## config.mk

```make
export PLATFORM = sky130hd
export DESIGN_NAME = arm_verilog_serial_out
export DESIGN_NICKNAME = d
export VERILOG_FILES = /design/src/rtl/arm_verilog_serial_out.sv
export SDC_FILE = /design/constraint.sdc
export NUM_CORES = 1
export LEC_CHECK = 0
export BUFFER_PORTS_ARGS = -buffer_cell sky130_fd_sc_hd__buf_2
export CAP_MARGIN = 5
export CORE_MARGIN = 5
export CORE_UTILIZATION = 53
export CTS_CLUSTER_DIAMETER = 200
export DETAILED_ROUTE_END_ITERATION = 8
export PLACE_DENSITY = 0.8
export SLEW_MARGIN = 20
export SYNTH_ARGS = -nofsm -noshare
export SYNTH_HDL_FRONTEND = slang
export SYNTH_SLANG_ARGS = --single-unit
```

## constraint.sdc

```tcl
create_clock -name clk_in -period 2.3 [get_ports clk_in]
set_input_delay 0.23 -clock clk_in [delete_from_list [all_inputs] [get_ports clk_in]]
set_output_delay 0.23 -clock clk_in [all_outputs]
set_load 0.02 [all_outputs]
```

## src/rtl/arm_verilog_serial_out.sv

```systemverilog
// Transmit-only serial output buffer: latches a 7-bit address and 8-bit data word on Go
// and sends them MSB-first as a framed two-wire stream (start, 15 clocked bits, stop).
module arm_verilog_serial_out (
   output logic       OutD,
   output logic       OutC,
   input  logic [7:0] D,
   input  logic [6:0] A,
   input  logic       Go,
   input  logic       clk_in,
   input  logic       reset_n
);

   typedef enum logic [1:0] {
      ST_IDLE  = 2'd0,
      ST_START = 2'd1,
      ST_SHIFT = 2'd2,
      ST_STOP  = 2'd3
   } state_t;

   state_t      state_r;
   logic [14:0] shift_r;
   logic [3:0]  cnt_r;
   logic        phase_r;

   // Frame sequencer; outputs are registered and reflect the state handled at each edge.
   always_ff @(posedge clk_in) begin
      if (!reset_n) begin
         state_r <= ST_IDLE;
         shift_r <= 15'd0;
         cnt_r   <= 4'd0;
         phase_r <= 1'b0;
         OutD    <= 1'b1;
         OutC    <= 1'b1;
      end else begin
         case (state_r)
            ST_IDLE: begin
               OutD    <= 1'b1;
               OutC    <= 1'b1;
               phase_r <= 1'b0;
               if (Go) begin
                  shift_r <= {A, D};
                  cnt_r   <= 4'd0;
                  state_r <= ST_START;
               end else begin
                  state_r <= ST_IDLE;
               end
            end
            ST_START: begin
               OutD    <= 1'b0;
               OutC    <= 1'b1;
               phase_r <= 1'b0;
               cnt_r   <= 4'd0;
               state_r <= ST_SHIFT;
            end
            ST_SHIFT: begin
               // Data only moves in the low phase so it is stable across the OutC rise.
               if (!phase_r) begin
                  OutC    <= 1'b0;
                  OutD    <= shift_r[14];
                  phase_r <= 1'b1;
               end else begin
                  OutC    <= 1'b1;
                  phase_r <= 1'b0;
                  shift_r <= {shift_r[13:0], 1'b0};
                  if (cnt_r == 4'd14) begin
                     cnt_r   <= 4'd0;
                     state_r <= ST_STOP;
                  end else begin
                     cnt_r   <= cnt_r + 4'd1;
                  end
               end
            end
            ST_STOP: begin
               OutD <= 1'b0;
               if (!phase_r) begin
                  OutC    <= 1'b0;
                  phase_r <= 1'b1;
               end else begin
                  OutC    <= 1'b1;
                  phase_r <= 1'b0;
                  state_r <= ST_IDLE;
               end
            end
            default: begin
               OutD    <= 1'b1;
               OutC    <= 1'b1;
               phase_r <= 1'b0;
               state_r <= ST_IDLE;
            end
         endcase
      end
   end

endmodule

```

-- After elaboration in Yosys (flattened, before gate mapping)
Index checks and enable logic that the tools add are counted.
- output and inout port bits: 2
- bits of input ports: 18
- word-level logic and storage cells: 43
- bits in registers: 24
- equal/unequal tests: 9
- mux-type cells: 18
- add/subtract/negate cells: 1
- reduce and logical (&&, ||, !) cells: 9
- operators with widths (operator ; count):
    two-way mux 15 bit ; 2
    one-hot mux 15 bit (2 select lines) ; 1
    two-way mux 4 bit ; 3
    one-hot mux 4 bit (3 select lines) ; 1
    != test 2 bit, second input constant ; 5
    AND reduction 3 bit ; 3
    one-hot mux 2 bit (4 select lines) ; 1
    two-way mux 2 bit ; 3
    OR reduction 2 bit ; 3
    adder 4 x 1 -> 4 bit, second input constant ; 1
    == test 2 bit, second input constant ; 2
    == test 4 bit, second input constant ; 1
    two-way mux 1 bit ; 4
    one-hot mux 1 bit (2 select lines) ; 2
    one-hot mux 1 bit (3 select lines) ; 1
    nonzero test 3 bit ; 1
    == test 2 x 1 -> 1 bit, second input constant ; 1
    logical NOT 2 bit ; 1
    nonzero test 2 bit ; 1

-- Depth between registers and ports, before layout
Gate-level depths: netlist (run 1).
- depth after elaboration: 4
- gate-level depth with buffers: 7
- mapped depth without buffers: 6

-- Least setup slack after synthesis (run 1)
No wires, ideal clock.
- path type: reg-to-reg
- start: register state_r[0]
- end: register cnt_r[3]
- cell stages (with the launch flop): 7
- buffers on the path: 0
- data required time: 2.230 ns
- data arrival time: 1.781 ns
- library setup time: 0.070 ns
- clock period less this slack: 1.852 ns
- slack: 0.448 ns
- cell sequence: dfxtp_1 > inv_1 > ha_1 > nor2b_1 > or3_4 > or4_1 > a21oi_1
- longest elaborated chain between the ends: 3
- elaborated cells on any way between the ends: 8
- classes of those cells: eq/ne (4); mux (1); reduce/logical (3)
- RTL lines (item ; RTL line ; source):
    start, declared ; 20 ; state_t state_r;
    start signal, assigned ; 28 ; state_r <= ST_IDLE;
    start signal, assigned ; 43 ; state_r <= ST_START;
    start signal, assigned ; 45 ; state_r <= ST_IDLE;
    == test 2 bit, or another cell as far along ; 35 ; case (state_r)
    != test 2 bit (no line) or nonzero test 3 bit (tied branches) ; -- ;
    AND reduction 3 bit (no line) ; -- ;
    end signal, assigned ; 69 ; cnt_r <= cnt_r + 4'd1;
    end, declared ; 22 ; logic [3:0] cnt_r;
Parallel ways exist; a longest one is shown, timed or not.
A chain may end at the register's enable or synchronous reset.

-- Worst setup path after layout (run 1)
Same ends and word-level chain as after synthesis.

==> results of run 1 <==
[cells in the mapped netlist]
master	instances	area [µm²]
nand2_1	5	18.8
clkbuf_1	6	22.5
nor3_1	2	10.0
nor2_1	20	75.1
o21ai_0	3	15.0
o31ai_1	1	7.51
a21oi_1	2	10.0
nand3_1	5	25.0
nor2b_1	2	12.5
dfxtp_1	24	480
or3_4	1	11.3
buf_2	2	10.0
inv_1	7	26.3
a211oi_1	16	120
ha_1	7	87.6
o32ai_1	1	8.76
nand4b_1	1	8.76
a2bb2oi_1	1	8.76
o22ai_1	2	12.5
mux2i_1	15	150
and3_1	1	6.26
o211ai_1	1	7.51
or4_1	1	7.51
[layout by cell type (no fill, tap or decap)]
master / netlist / final
a211oi_1: 16 / 16
nor2_1: 20 / 20
clkbuf_4: 0 / 3
o21ai_0: 3 / 3
a2bb2oi_1: 1 / 1
mux2i_1: 15 / 15
nand2_1: 5 / 5
or4_1: 1 / 1
nand4b_1: 1 / 1
ha_1: 7 / 7
inv_1: 7 / 7
dfxtp_1: 24 / 24
nor3_1: 2 / 2
buf_4: 0 / 3
or3_4: 1 / 1
nand3_1: 5 / 5
buf_2: 2 / 19
o31ai_1: 1 / 1
nor2b_1: 2 / 2
o211ai_1: 1 / 1
o32ai_1: 1 / 1
o22ai_1: 2 / 2
and3_1: 1 / 1
a21oi_1: 2 / 2
[worst max path at each step]
stage,start,endpoint,slack [ns],cells past startpoint
final,state_r[0],cnt_r[3],0.28,6
after CTS,state_r[0],cnt_r[3],0.28,6
after detailed placement,state_r[0],cnt_r[3],0.30,6
after global placement,state_r[0],cnt_r[3],0.40,6
after global routing,state_r[0],cnt_r[3],0.17,6
after floorplan,state_r[0],cnt_r[3],0.45,6
[registers in the layout, summed over array words and instances, names as in the netlist]
signal	flops
shift_r	15
cnt_r	4
state_r	2
OutC	1
OutD	1
phase_r	1
[metal layers]
layer / GRT usage [%] / vias to the layer above / wire (µm)
met5: 0 / - / 0
met4: 6.10 / 0 / 7
met3: 3.90 / 2 / 99
met2: 26.9 / 12 / 1160
met1: 16.9 / 403 / 984
li1: - / 483 / -
[logic make-up (layout without fill, tap and decap cells)]
family	after synthesis	in the layout	share of synthesized area, %
muxes	15	15	13.1
AOI/OAI and AO/OA	27	27	16.6
DFF	24	24	42.1
adders and majority gates	7	7	7.67
buffers and inverters	15	32	5.15
and+or+nand+nor	38	38	15.3
[critical path, stage by stage, from the launching register on]
cell	delay, ns
dfxtp_1	0.40
inv_1	0.10
ha_1	0.25
nor2b_1	0.18
or3_4	0.39
or4_1	0.47
a21oi_1	0.16
[power by group through the flow]
stage / clock network, mW / logic (mW) / registers, mW
after floorplan: 0 / 0.383 / 0.655
after global placement: 0 / 0.478 / 0.651
after detailed placement: 0 / 0.498 / 0.662
after CTS: 0.184 / 0.501 / 0.654
after global routing: 0.206 / 0.564 / 0.674
final: 0.179 / 0.498 / 0.654
[cell type report]
type	count	area, µm²	area share (%)
multi-input cells	87	603	47.0
well taps	27	33.8	2.63
repair buffers	22	118	9.16
clock buffers	3	22.5	1.75
flip-flops and latches	24	480	37.4
inverters	7	26.3	2.05
[metrics by stage]
stage,util [%],hold WS (ns)
2_1_floorplan,-,0.394
3_3_place_gp,63.0,0.470
3_5_place_dp,63.0,0.471
4_1_cts,64.1,0.151
5_1_grt,64.1,0.150
6_report,64.1,0.165
==> reports/metrics.cfg, run 1 <==
[cts]
post-cts-setup-buffer-count=0
clock_latency_ns=0.31
cts-hold-fix-buffers=0
ctsRootBufferMaster=clkbuf_4
numClockSinks=24
tritoncts=yes
post_cts_resized=0
path_clk_slew_ns=0.12
h-tree-depth=1
cts_made_buffers=3
ctsLongestPathBuffers=2

[min_path]
hold_class=primary input to flip-flop
min_from=reset_n
min_path_cells=2
hold-path-endpoint=OutD

[floorplanning]
start_util_pct=57.1
dieArea_um2=3180
num_rows=16
fp.dieW_um=56.4
core_um2=2000
die_h_um=56.4
io_pins=20

[timing]
period_minus_slack_ns=2.02
clock_skew_ns=0.00127
fmax_ghz=0.495
fin_setup_tns_ns=0
finalMaxSlewViolations=0
relSlewSlack_pct=60.2
finalSetupViolations=0
final.period_utilization_pct=87.8
hold_viol=0
fin_ws_ns=0.281
grt_setup_unrepaired=no
worst_slew_pin_slew_ns=0.597

[power_and_ir_drop]
switching_share_pct=36.5
seqPwrFrac_pct=49.1
power.share.clock_pct=13.4
p_per_area_nw_per_um2=1040
leakage_nw=0.509
total_power_mw=1.33
ir_worst_vdd_uv=665
p_int_uw=844
power.switching_uw=486
combinationalPowerShare_pct=37.5

[place]
io_buffers=19
post-place-ws_ns=0.303
gp_congestion=0.773
dp.final_hpwl_mm=1.73
dp.cells=167
place_area_um2=1260

[drt]
vias_per_cell=5.29
drt_first_pass_iters=2
avgRoutedWirePerCell_um=13.2
drc=0
wl_mm=2.25
via_count=900
drtAntennaViolNets=0
drt_iter0_markers=7

[worst_setup_path]
endpoint_kind=flip-flop
critPathMaxFanout=5
cp.required_ns=2.54
crit_type=flip-flop to flip-flop
r2r_cells=6
r2r_start=state_r[0]
regToRegSetupSlack_ns=0.28
startpoint_type=flip-flop
reg2reg_to=cnt_r[3]
critPathArrivalTime_ns=2.26

[synthesis]
synth_nets=151
yosysWarnings=0
synth_seq_area_share_pct=42.1
syn-cell-area_um2=1140
syn_inst=126
synth_cell_types=23
synth_area_per_cell_um2=9.07
ys_ff_latch=24

[cells_and_area]
antennaDiodeCount=0
drive_gt1_share_pct=18.2
stdcell_count=170
areaGrowthSynthToFinish_pct=12.4
final_area_um2=1280
fin_nets=170
n_fill_cell=184

[global_routing]
grt_max_degree=30
grt_pass1_vias=880
grt_pass1_wl_mm=3.84
grt-ovfl-total=0
grt_usage_pct=15.1
antenna_found_initial=0

[flow_run]
max_cap_violations=0

[status]
status=finished clean

No activity file was read; power rests on OpenSTA's default activity.
==> inputs of run 2 (changes only) <==
--- a/config.mk
+++ b/config.mk
@@ -7,6 +7,7 @@
 export LEC_CHECK = 0
 export BUFFER_PORTS_ARGS = -buffer_cell sky130_fd_sc_hd__buf_2
 export CAP_MARGIN = 5
+export CORE_ASPECT_RATIO = 0.7
 export CORE_MARGIN = 5
 export CORE_UTILIZATION = 53
 export CTS_CLUSTER_DIAMETER = 200
==> reports/metrics.cfg, run 2 (synthesized netlist as in run 1, its figures left out) <==
[status]
status=finished clean  ; unchanged

[global_routing]
antenna_found_initial=0  ; unchanged
grt_pass1_vias=919  ; was 880
grt_usage_pct=15.6  ; was 15.1%
grt-ovfl-total=0  ; unchanged
grt_pass1_wl_mm=3.96  ; was 3.84 mm
grt_max_degree=30  ; unchanged

[cells_and_area]
n_fill_cell=189  ; was 184
areaGrowthSynthToFinish_pct=11.4  ; was 12.4%
top_regs=shift_r (15), cnt_r (4), state_r (2)  ; unchanged
regMostFlops=shift_r  ; unchanged
final_common_cell=dfxtp_1  ; unchanged
fin_nets=169  ; was 170
antennaDiodeCount=0  ; unchanged
drive_gt1_share_pct=17.6  ; was 18.2%
final_area_um2=1270  ; was 1280 µm²
fin_util_pct=60.5  ; was 64.1%
most-common-layout-cells=dfxtp_1 (24), nor2_1 (20), buf_2 (19), a211oi_1 (16), mux2i_1 (15)  ; unchanged
largest_reg_flops=15  ; unchanged

[power_and_ir_drop]
leakage_nw=0.504  ; was 0.509 nW
power.share.clock_pct=13.5  ; was 13.4%
ir_worst_vdd_uv=539  ; was 665 µV
p_int_uw=841  ; was 844 µW
power.switching_uw=489  ; was 486 µW
combinationalPowerShare_pct=37.6  ; was 37.5%
seqPwrFrac_pct=48.9  ; was 49.1%
p_per_area_nw_per_um2=1050  ; was 1040 nW/µm²
switching_share_pct=36.8  ; was 36.5%

[drt]
drc=0  ; unchanged
drt_first_pass_iters=4  ; was 2
avgRoutedWirePerCell_um=14.2  ; was 13.2 µm
via_count=951  ; was 900
drt_iter0_markers=93  ; was 7
wl_mm=2.35  ; was 2.25 mm
vias_per_cell=5.73  ; was 5.29
drtAntennaViolNets=0  ; unchanged

[timing]
finalSetupViolations=0  ; unchanged
clock_skew_ns=0.00654  ; was 0.00127 ns
grt_setup_unrepaired=no  ; unchanged
period_minus_slack_ns=2.03  ; was 2.02 ns
fin_ws_ns=0.274  ; was 0.281 ns
final.period_utilization_pct=88.1  ; was 87.8%
hold_viol=0  ; unchanged
fin_setup_tns_ns=0  ; unchanged
relSlewSlack_pct=58.8  ; was 60.2%
finalMaxSlewViolations=0  ; unchanged
fmax_ghz=0.494  ; was 0.495 GHz
worst_slew_pin_slew_ns=0.618  ; was 0.597 ns

[cts]
clock_latency_ns=0.31  ; about the same
tritoncts=yes  ; unchanged
ctsRootBufferMaster=clkbuf_4  ; unchanged
cts-hold-fix-buffers=0  ; unchanged
ctsLongestPathBuffers=2  ; unchanged
path_clk_slew_ns=0.12  ; about the same
h-tree-depth=1  ; unchanged
cts_made_buffers=3  ; unchanged
post_cts_resized=0  ; unchanged
post-cts-setup-buffer-count=0  ; unchanged
numClockSinks=24  ; unchanged

[worst_setup_path]
endpoint_kind=flip-flop  ; unchanged
cp.required_ns=2.55  ; was 2.54 ns
critPathMaxFanout=5  ; unchanged
startpoint_type=flip-flop  ; unchanged
crit_type=flip-flop to flip-flop  ; unchanged
critPathArrivalTime_ns=2.27  ; was 2.26 ns
regToRegSetupSlack_ns=0.27  ; was 0.28 ns

[floorplanning]
core_um2=2100  ; was 2000 µm²
dieArea_um2=3200  ; was 3180 µm²
start_util_pct=54.3  ; was 57.1%
io_pins=20  ; unchanged
die_h_um=48.8  ; was 56.4 µm
fp.dieW_um=65.5  ; was 56.4 µm
num_rows=14  ; was 16

[min_path]
hold_class=primary input to flip-flop  ; unchanged

[flow_run]
max_cap_violations=0  ; unchanged

[place]
place_area_um2=1250  ; was 1260 µm²
post-place-ws_ns=0.317  ; was 0.303 ns
dp.final_hpwl_mm=1.79  ; was 1.73 mm
gp_congestion=0.865  ; was 0.773
io_buffers=19  ; unchanged

run 2: routing by layer:
metal	wire (µm)	up-vias	GRT usage [%]
met5	0	-	0
met3	149	5	6.22
met2	1100	30	24.9
li1	-	484	-
met4	21	0	4.14
met1	1090	432	19.5
run 2: critical path: stages (launching register included):
cell and delay (ns):
dfxtp_1 0.40, inv_1 0.10, ha_1 0.25, nor2b_1 0.18, or3_4 0.38, or4_1 0.48, a21oi_1 0.17
run 2: per-stage QoR:
step	cells	power (mW)	hold WS, ns
after floorplan	126	1.04	0.394
after CTS	166	1.34	0.149
after detailed placement	163	1.16	0.464
after global placement	163	1.13	0.465
final	166	1.33	0.162
after global routing	166	1.43	0.156
run 2: worst paths after layout:
| path | endpoint | start | depth (start not counted) |
|---|---|---|---|
| hold / removal | OutD | reset_n | 2 |
| setup / recovery | cnt_r[3] | state_r[0] | 6 |
| hold reg to reg | OutD | OutD | 2 |
| setup reg to reg | cnt_r[3] | state_r[0] | 6 |
run 2: cell type report:
cell class	count	area [µm²]	area share (%)
Clock buffer	3	22.5	1.77
Inverter	7	26.3	2.06
Multi-Input combinational cell	87	603	47.4
Sequential cell	24	480	37.8
Tap cell	24	30.0	2.36
Timing Repair Buffer	21	110	8.65
run 2: power groups by stage:
stage / Clock [mW] / Sequential, mW / Combinational (mW)
global placement: 0 / 0.653 / 0.474
global route: 0.203 / 0.673 / 0.557
CTS: 0.187 / 0.651 / 0.503
finish: 0.180 / 0.650 / 0.500
floorplan: 0 / 0.655 / 0.383
detailed placement: 0 / 0.662 / 0.500
